[config.mk]
export PLATFORM = sky130hd
export DESIGN_NAME = digit_counter
export DESIGN_NICKNAME = d
export VERILOG_FILES = /design/src/rtl/digit_pkg.sv /design/src/rtl/button_debounce.sv /design/src/rtl/digit_counter.sv
export SDC_FILE = /design/constraint.sdc
export NUM_CORES = 1
export LEC_CHECK = 0
export BUFFER_PORTS_ARGS = -buffer_cell sky130_fd_sc_hd__buf_2
export CAP_MARGIN = 20
export CORE_MARGIN = 2
export CORE_UTILIZATION = 42
export CTS_BUF_LIST = sky130_fd_sc_hd__clkbuf_8
export DETAILED_ROUTE_END_ITERATION = 8
export SYNTH_ARGS = -nofsm -noshare
export SYNTH_HDL_FRONTEND = slang
export SYNTH_SLANG_ARGS = --single-unit
[constraint.sdc]
create_clock -name clk -period 5.3 [get_ports clk]
set_input_delay 0.795 -clock clk [delete_from_list [all_inputs] [get_ports clk]]
set_output_delay 0.795 -clock clk [all_outputs]
set_load 0.05 [all_outputs]
[src/rtl/digit_pkg.sv]
// Shared constants for the digit counter slice.
//   CNT_W      : width of one display digit
//   MOD_BCD    : decimal digit modulus
//   MOD_HEX    : hexadecimal digit modulus
//   DIV_* / DB_* : prescaler and debounce lengths for the 50 MHz board
//                  and short values for simulation
package digit_pkg;

    localparam int CNT_W     = 4;
    localparam int MOD_BCD   = 10;
    localparam int MOD_HEX   = 16;

    localparam int DIV_BOARD = 50_000_000;  // 1 Hz step at 50 MHz
    localparam int DB_BOARD  = 1_000_000;   // 20 ms button settle at 50 MHz

    localparam int DIV_SIM   = 4;
    localparam int DB_SIM    = 3;

endpackage

[src/rtl/button_debounce.sv]
// Push-button conditioner: 2-FF synchronizer, debounce counter and
// rising-edge pulse. Reusable for any board button.
// Ports:
//   clk       in   clock
//   rst       in   synchronous active-high reset
//   btn_in    in   raw asynchronous, bouncing button
//   btn_level out  debounced button level
//   btn_rise  out  one-cycle pulse when the debounced level goes 0->1
module button_debounce #(
    parameter int DB_CYCLES = 1_000_000
) (
    input  logic clk,
    input  logic rst,
    input  logic btn_in,
    output logic btn_level,
    output logic btn_rise
);

    // Counter only has to reach DB_CYCLES-1: the flip happens on the edge
    // that would make it DB_CYCLES.
    localparam int              DB_W    = (DB_CYCLES > 1) ? $clog2(DB_CYCLES) : 1;
    localparam logic [DB_W-1:0] DB_LAST = DB_W'(DB_CYCLES - 1);

    logic            r_sync1;
    logic            r_sync2;
    logic            r_level;
    logic            r_level_d;
    logic [DB_W-1:0] r_db_cnt;

    always_ff @(posedge clk) begin
        if (rst) begin
            r_sync1   <= 1'b0;
            r_sync2   <= 1'b0;
            r_level   <= 1'b0;
            r_level_d <= 1'b0;
            r_db_cnt  <= '0;
        end else begin
            r_sync1   <= btn_in;
            r_sync2   <= r_sync1;
            r_level_d <= r_level;
            if (r_sync2 == r_level) begin
                // any agreement restarts the settle window
                r_db_cnt <= '0;
            end else if (r_db_cnt == DB_LAST) begin
                r_level  <= r_sync2;
                r_db_cnt <= '0;
            end else begin
                r_db_cnt <= r_db_cnt + DB_W'(1);
            end
        end
    end

    assign btn_level = r_level;
    assign btn_rise  = r_level & ~r_level_d;

endmodule

[src/rtl/digit_counter.sv]
// Single 4-bit display digit. Advances once per prescaler tick (auto mode)
// or once per debounced button press (manual mode); counts up or down
// modulo MOD, supports a saturating parallel load and emits a one-cycle
// terminal-count pulse for cascading a second digit.
// Ports:
//   clk       in   clock
//   rst       in   synchronous active-high reset
//   en        in   freezes prescaler, count and step acceptance when 0
//   auto_mode in   1 = prescaler ticks, 0 = button presses
//   up        in   1 = increment, 0 = decrement
//   step_btn  in   raw push-button
//   load      in   parallel load strobe (has priority over counting)
//   load_val  in   value to load, saturated to MOD-1
//   cnt       out  current digit
//   tc        out  wrap-around pulse, aligned with the wrapped cnt
module digit_counter
    import digit_pkg::*;
#(
    parameter int DIV       = DIV_BOARD,
    parameter int MOD       = MOD_HEX,
    parameter int DB_CYCLES = DB_BOARD
) (
    input  logic             clk,
    input  logic             rst,
    input  logic             en,
    input  logic             auto_mode,
    input  logic             up,
    input  logic             step_btn,
    input  logic             load,
    input  logic [CNT_W-1:0] load_val,
    output logic [CNT_W-1:0] cnt,
    output logic             tc
);

    localparam int               PRE_W    = (DIV > 1) ? $clog2(DIV) : 1;
    localparam logic [PRE_W-1:0] PRE_LAST = PRE_W'(DIV - 1);
    localparam logic [CNT_W-1:0] CNT_LAST = CNT_W'(MOD - 1);

    logic [PRE_W-1:0] r_pre;
    logic [CNT_W-1:0] r_cnt;
    logic             r_tc;

    logic w_tick;
    logic w_step;
    logic w_adv;
    logic w_btn_level_unused;

    function automatic logic [CNT_W-1:0] sat_load(input logic [CNT_W-1:0] v);
        if (int'(v) >= MOD) return CNT_LAST;
        return v;
    endfunction

    button_debounce #(
        .DB_CYCLES(DB_CYCLES)
    ) u_debounce (
        .clk      (clk),
        .rst      (rst),
        .btn_in   (step_btn),
        .btn_level(w_btn_level_unused),
        .btn_rise (w_step)
    );

    assign w_tick = en & auto_mode & (r_pre == PRE_LAST);
    // A press seen while disabled or in auto mode is dropped, never queued.
    assign w_adv  = w_tick | (~auto_mode & en & w_step);

    always_ff @(posedge clk) begin
        if (rst) begin
            r_pre <= '0;
            r_cnt <= '0;
            r_tc  <= 1'b0;
        end else begin
            if (!auto_mode) begin
                r_pre <= '0;
            end else if (en) begin
                r_pre <= w_tick ? '0 : r_pre + PRE_W'(1);
            end

            r_tc <= 1'b0;
            if (load) begin
                r_cnt <= sat_load(load_val);
            end else if (w_adv) begin
                if (up) begin
                    if (r_cnt == CNT_LAST) begin
                        r_cnt <= '0;
                        r_tc  <= 1'b1;
                    end else begin
                        r_cnt <= r_cnt + CNT_W'(1);
                    end
                end else begin
                    if (r_cnt == '0) begin
                        r_cnt <= CNT_LAST;
                        r_tc  <= 1'b1;
                    end else begin
                        r_cnt <= r_cnt - CNT_W'(1);
                    end
                end
            end
        end
    end

    assign cnt = r_cnt;
    assign tc  = r_tc;

endmodule

==> flow_metrics.py, run 1 <==
metrics = {
    "timing": {
        "setup_violations": 0,
        "rsz0062_at_grt": "false",
        "max-slew-margin-rel": 0.447,
        "min_period_ns": 2.23,
        "finalHoldViolations": 0,
        "worst_pin_slew_ns": 0.823,
        "final.setup.tns_ns": 0,
        "fin_skew_ns": 0.00861,
        "max_freq_ghz": 0.448,
        "min_period_over_period": 0.421,
        "finalMaxSlewViolations": 0,
    },
    "synthesis": {
        "ys_warn_count": 0,
        "synth_fp_nets": 317,
        "synth_top_area_cell": "dfxtp_1",
        "syn_area_um2": 2640,
        "async_reset_ff_frac": 0,
        "synth_area_leaders": "dfxtp_1 (42%), xor2_1 (10%), nor2_1 (8.4%)",
        "synth_ff_type": "dfxtp_1",
        "synth.top_cell.area_share": 0.418,
        "ys_seq_area_frac": 0.418,
        "ys_ff_latch": 55,
        "synth-edff-count": 0,
        "ys_types": 45,
        "synthCells": 302,
        "syn_area_per_cell_um2": 8.73,
    },
    "place": {
        "io_buffers": 15,
        "gp_routability_congestion": 0.780,
        "dp_hpwl_um": 3270,
    },
    "worst_setup_path": {
        "cp_slowest_cell": "or3_1",
        "cp-start-kind": "input pin",
        "r2r_slack_ns": 3.15,
        "endpoint_kind": "flip-flop",
        "cp_max_fo": 22,
        "critPathArrivalTime_ns": 2.42,
        "rr_worst_depth": 5,
        "path_cells": "buf_2, and4_4, nand3_4, or3_1, or2b_2, nor2_1",
        "crit_path_max_incr_delay_ns": 0.53,
        "crit_type": "in -> reg",
        "r2r-end": "u_debounce.r_db_cnt[16]$_SDFF_PP0_",
        "worstReg2RegStart": "u_debounce.r_db_cnt[0]$_SDFF_PP0_",
        "crit_required_ns": 5.49,
    },
    "drt": {
        "ant_nets": 0,
        "drt_iter0_drc": 68,
        "drt_wl_total_um": 4650,
        "first_pass_iters": 4,
        "route.vias.total": 2014,
        "wl_per_cell_um": 11.9,
        "drc": 0,
        "viasPerCell": 5.16,
    },
    "floorplan": {
        "core_um2": 5990,
        "die-area_um2": 6920,
        "initial_utilization": 0.440,
        "ios": 16,
        "die_width_um": 83.2,
        "row_count": 28,
        "die_h_um": 83.2,
    },
    "run": {
        "drv_cap": 0,
    },
    "cells_and_area": {
        "drive_gt1_frac": 0.105,
        "n_antenna_cell": 0,
        "mostFrequentLayoutCells": "nor2_1 (59), dfxtp_1 (55), xor2_1 (31)",
        "syn_to_final_growth_pct": 8.64,
        "utilization": 0.478,
        "final_nets": 329,
        "final_common_cell": "nor2_1",
    },
    "clock_tree": {
        "h-tree-depth": 2,
        "root_buffer": "clkbuf_8",
        "cts.sinks": 55,
        "numCtsBuffers": 5,
        "postCtsHoldBufs": 0,
        "clk_pin_slew_worst_paths_ns": 0.10,
        "cts_tree": "done",
        "insertion_delay_ns": 0.31,
        "cts_setup_buffers": 0,
        "cts_resized": 0,
        "cts.path.max_buffers": 2,
    },
    "worst_hold_path": {
        "hp-start": "u_debounce.r_sync1$_SDFF_PP0_",
        "min_path_type": "reg -> reg",
        "whs_endpoint": "u_debounce.r_sync2$_SDFF_PP0_",
        "hold_depth": 1,
    },
    "power": {
        "switching_share": 0.214,
        "power.leakage_nw": 0.939,
        "p_sw_mw": 0.168,
        "p_int_mw": 0.618,
        "power_density_nw_per_um2": 274,
        "pwr-share-comb": 0.053,
        "seqPwrFrac": 0.538,
        "vdd_drop_max_mv": 0.150,
        "p_clk_frac": 0.409,
    },
    "outcome": {
        "status": "complete, no violations",
    },
    "global_route": {
        "grt_pass1_wl_um": 8170,
        "grt_overflow": 0,
        "grt_max_degree": 23,
        "grt_pass1_vias": 1797,
        "antenna_found_initial": 0,
        "grtUsageTotal": 0.139,
    },
}
through the flow:
step	hold slack, ns	setup slack [ns]	cell area, um^2	std cells	power, mW
detailed placement	0.435	2.71	2730	382	0.474
floorplan	0.414	3.00	2640	302	0.465
global route	0.487	2.91	2860	390	0.814
finish	0.453	3.07	2860	390	0.786
CTS	0.463	3.05	2860	390	0.797
global placement	0.434	2.75	2730	382	0.474
worst max-delay path: cells and delay by family:
| kind | cells | cell delay, ns |
|---|---|---|
| buffers and inverters | 1 | 0.17 |
| and+or+nand+nor | 5 | 1.45 |
final cells by class:
type / count / area, um^2
tap: 75 / 93.8
sequential: 55 / 1100
clock inverter: 3 / 63.8
fill: 584 / 3130
clock buffer: 5 / 68.8
timing repair buffer: 15 / 75.1
multi-input combinational: 227 / 1420
inverter: 10 / 37.5
cells in the mapped netlist (2+ instances only):
master / instances
and2_1: 2
nor4b_1: 3
or3_1: 3
a21oi_1: 6
xor2_1: 31
buf_2: 4
nand3_1: 26
nor4_1: 4
and3_1: 2
nor2_1: 59
nor2b_1: 4
and4_1: 3
dfxtp_1: 55
xnor2_1: 14
nand4_1: 16
buf_6: 4
o21ai_0: 2
nor4_2: 2
a2111oi_2: 2
inv_1: 10
nand2b_1: 2
nor3_1: 7
nand2_1: 16
ha_1: 4
logic make-up after synthesis:
logic type,share of synthesized area
simple gates,0.313
mux,0.00380
fa+ha+maj,0.0190
xor+xnor,0.150
compound gates,0.0541
flops,0.418
buf+inv,0.0423
layer usage:
metal | share of wire | track usage | vias to the layer above
met3 | 0.026 | 0.0328 | 5
met1 | 0.52 | 0.196 | 921
met5 | 0 | 0 | -
met2 | 0.44 | 0.213 | 26
met4 | 0.0099 | 0.0358 | 0
li1 | - | - | 1062
power groups by stage:
stage / sequential [mW] / combinational, mW / clock, mW
floorplan: 0.438 / 0.0267 / 0
global placement: 0.432 / 0.0420 / 0
detailed placement: 0.432 / 0.0415 / 0
CTS: 0.423 / 0.0418 / 0.333
global route: 0.424 / 0.0464 / 0.344
finish: 0.423 / 0.0413 / 0.322
state kept, by name, summed over array words and instances, names as in the netlist:
signal	cells
r_pre	26
u_debounce.r_db_cnt	20
cnt	4
tc	1
u_debounce.btn_level	1
u_debounce.r_level_d	1
u_debounce.r_sync1	1
u_debounce.r_sync2	1
worst max path at each step:
stage	from	endpoint	cells past startpoint
after floorplan	en	cnt[2]$_SDFFE_PP0P_	7
after global placement	en	r_pre[0]$_SDFFE_PP0P_	6
after detailed placement	en	r_pre[14]$_SDFFE_PP0P_	6
after CTS	en	r_pre[16]$_SDFFE_PP0P_	6
after global routing	u_debounce.r_db_cnt[0]$_SDFF_PP0_	u_debounce.r_db_cnt[16]$_SDFF_PP0_	5
final	en	r_pre[14]$_SDFFE_PP0P_	6
Note: power is estimated with default switching activity, not from simulation.
==> inputs of run 2 (changes only) <==
Settings changed: ABC_AREA from default to 1.
Clock period 5.3 ns to 2.1 ns, I/O delays scaled along.
==> flow_metrics.py, run 2 <==
metrics = {
    "drt": {
        "first_pass_iters": 4,
        "drt_wl_total_um": 6070,
        "drc": 0,
        "ant_nets": 0,
        "drt_iter0_drc": 139,
        "route.vias.total": 2593,
        "viasPerCell": 4.71,
        "wl_per_cell_um": 11.0,
    },
    "floorplan": {
        "die_h_um": 89.1,
        "ios": 16,
        "die-area_um2": 7930,
        "core_um2": 7140,
        "initial_utilization": 0.426,
        "die_width_um": 89.1,
        "row_count": 31,
    },
    "worst_setup_path": {
        "endpoint_kind": "flip-flop",
        "cp_max_fo": 15,
        "r2r-end": "r_pre[17]$_SDFFE_PP0P_",
        "crit_type": "reg -> reg",
        "r2r_slack_ns": 0.37,
        "critPathArrivalTime_ns": 1.95,
        "cp-start-kind": "flip-flop",
        "crit_required_ns": 2.33,
        "worstReg2RegStart": "r_pre[0]$_SDFFE_PP0P_",
        "rr_worst_depth": 8,
    },
    "synthesis": {
        "synth_area_leaders": "dfxtp_1 (36%), nand2_1 (12%), nor2_1 (9.3%)",
        "ys_ff_latch": 55,
        "yosysMostFrequentCell": "nand2_1",
        "syn_area_um2": 3040,
        "syn_area_per_cell_um2": 7.02,
        "ys_warn_count": 0,
        "synth-edff-count": 0,
        "ys_seq_area_frac": 0.362,
        "synth_fp_nets": 448,
        "synth_ff_type": "dfxtp_1",
        "synth.top_cell.area_share": 0.362,
        "ys_types": 38,
        "synthCells": 433,
        "synth_common_cells": "nand2_1 (101), nor2_1 (75), dfxtp_1 (55), inv_1 (47)",
        "synth_top_area_cell": "dfxtp_1",
        "async_reset_ff_frac": 0,
    },
    "timing": {
        "worst_pin_slew_ns": 0.418,
        "min_period_over_period": 0.822,
        "max-slew-margin-rel": 0.721,
        "rsz0062_at_grt": "false",
        "setup_violations": 0,
        "finalHoldViolations": 0,
        "final.setup.tns_ns": 0,
        "min_period_ns": 1.73,
        "worst_slack_ns": 0.374,
        "fin_skew_ns": 0.00898,
        "finalMaxSlewViolations": 0,
        "max_freq_ghz": 0.579,
    },
    "power": {
        "vdd_drop_max_mv": 0.294,
        "finalPower_mw": 1.87,
        "power_density_nw_per_um2": 564,
        "power.leakage_nw": 1.26,
    },
    "global_route": {
        "met3_usage": 0.0305,
        "grt_pass1_wl_um": 10700,
        "use_met2": 0.285,
        "antenna_found_initial": 0,
        "grtUsageTotal": 0.169,
        "grt_overflow": 0,
        "grtUsageMet1": 0.224,
        "grt.busiest_layer": "met2",
        "grt_pass1_vias": 2448,
        "grt_max_degree": 20,
    },
    "cells_and_area": {
        "final_common_cell": "nand2_1",
        "drive_gt1_frac": 0.140,
        "final_nets": 466,
        "syn_to_final_growth_pct": 8.81,
        "n_antenna_cell": 0,
        "mostFrequentLayoutCells": "nand2_1 (101), nor2_1 (75), dfxtp_1 (55)",
        "top_register": "r_pre",
        "fillers": 741,
        "largest_reg_flops": 26,
    },
    "worst_hold_path": {
        "whs_endpoint": "u_debounce.r_sync1$_SDFF_PP0_",
        "min_path_type": "in -> reg",
        "hp-start": "step_btn",
        "hold_depth": 3,
    },
    "place": {
        "gp_routability_congestion": 0.799,
        "io_buffers": 15,
        "dp_hpwl_um": 4630,
        "pre_cts_slack_ns": 0.392,
    },
    "clock_tree": {
        "cts_setup_buffers": 0,
        "cts_resized": 0,
        "clk_pin_slew_worst_paths_ns": 0.10,
        "cts.path.max_buffers": 2,
        "postCtsHoldBufs": 0,
        "cts.sinks": 55,
        "cts_tree": "done",
        "h-tree-depth": 2,
        "root_buffer": "clkbuf_8",
        "numCtsBuffers": 5,
        "insertion_delay_ns": 0.30,
    },
    "outcome": {
        "status": "complete, no violations",
    },
    "run": {
        "drv_cap": 0,
    },
}
run 2: cell types whose count changed in the layout (fill, tap and decap cells not counted), sizes merged, moves of 8 or more:
cell and delta:
a21oi +14, o21ai +8, nor2 +30, xnor2 -8, inv +41, nand2 +95, xor2 -21, nor3 +9
run 2: cell type report:
class | instances | area (um^2) | share of cell area
multi-input cells | 323 | 1710 | 0.518
clock buffers | 5 | 68.8 | 0.0208
repair buffers | 15 | 75.1 | 0.0227
well taps | 99 | 124 | 0.0375
clock inverters | 2 | 33.8 | 0.0102
flip-flops and latches | 55 | 1100 | 0.333
inverters | 51 | 191 | 0.0579
run 2: worst max-delay path, stage by stage (launching register included):
cell and delay, ns:
dfxtp_1 0.34, ha_1 0.23, nand2_1 0.12, nor2_4 0.06
nand2_4 0.09, nor2_8 0.06, a21oi_4 0.38, inv_1 0.21
a21oi_1 0.17
run 2: how the worst max path moves through the flow:
stage / start / to / slack, ns / depth (start not counted)
floorplan: cnt[0]$_SDFFE_PP0P_ / cnt[2]$_SDFFE_PP0P_ / 0.42 / 9
global placement: r_pre[1]$_SDFFE_PP0P_ / r_pre[3]$_SDFFE_PP0P_ / 0.46 / 8
detailed placement: r_pre[0]$_SDFFE_PP0P_ / r_pre[17]$_SDFFE_PP0P_ / 0.39 / 8
CTS: r_pre[0]$_SDFFE_PP0P_ / r_pre[17]$_SDFFE_PP0P_ / 0.36 / 8
global route: r_pre[1]$_SDFFE_PP0P_ / r_pre[17]$_SDFFE_PP0P_ / 0.18 / 8
finish: r_pre[0]$_SDFFE_PP0P_ / r_pre[17]$_SDFFE_PP0P_ / 0.37 / 8
run 2: cell families after synthesis:
family,after synthesis,share of synthesized area
and+or+nand+nor,266,0.431
buffers and inverters,55,0.0741
DFF,55,0.362
AOI/OAI and AO/OA,37,0.0704
xor gates and xnor gates,16,0.0461
adders and majority gates,4,0.0165
run 2: metal layers:
metal  share of wire  wire, um
met1            0.50      3040
met2            0.47      2880
met3           0.020       122
met4          0.0043        26
met5               0         0
run 2: power breakdown:
part / leakage [nW] / switching [mW] / total [mW] / internal (mW)
Combinational: 0.758 / 0.0851 / 0.124 / 0.0392
Clock: 0.0554 / 0.330 / 0.676 / 0.345
Sequential: 0.444 / 0.0137 / 1.07 / 1.05
Total: 1.26 / 0.429 / 1.87 / 1.44
run 2: per-stage QoR:
| stage | hold WS, ns | util | std cells | cell area (um^2) |
|---|---|---|---|---|
| 6_report | 0.204 | 0.463 | 550 | 3310 |
| 2_1_floorplan | 0.384 | - | 433 | 3040 |
| 4_1_cts | 0.196 | 0.463 | 550 | 3310 |
| 5_1_grt | 0.211 | 0.463 | 550 | 3310 |
| 3_5_place_dp | 0.399 | 0.449 | 543 | 3200 |
| 3_3_place_gp | 0.396 | 0.449 | 543 | 3200 |
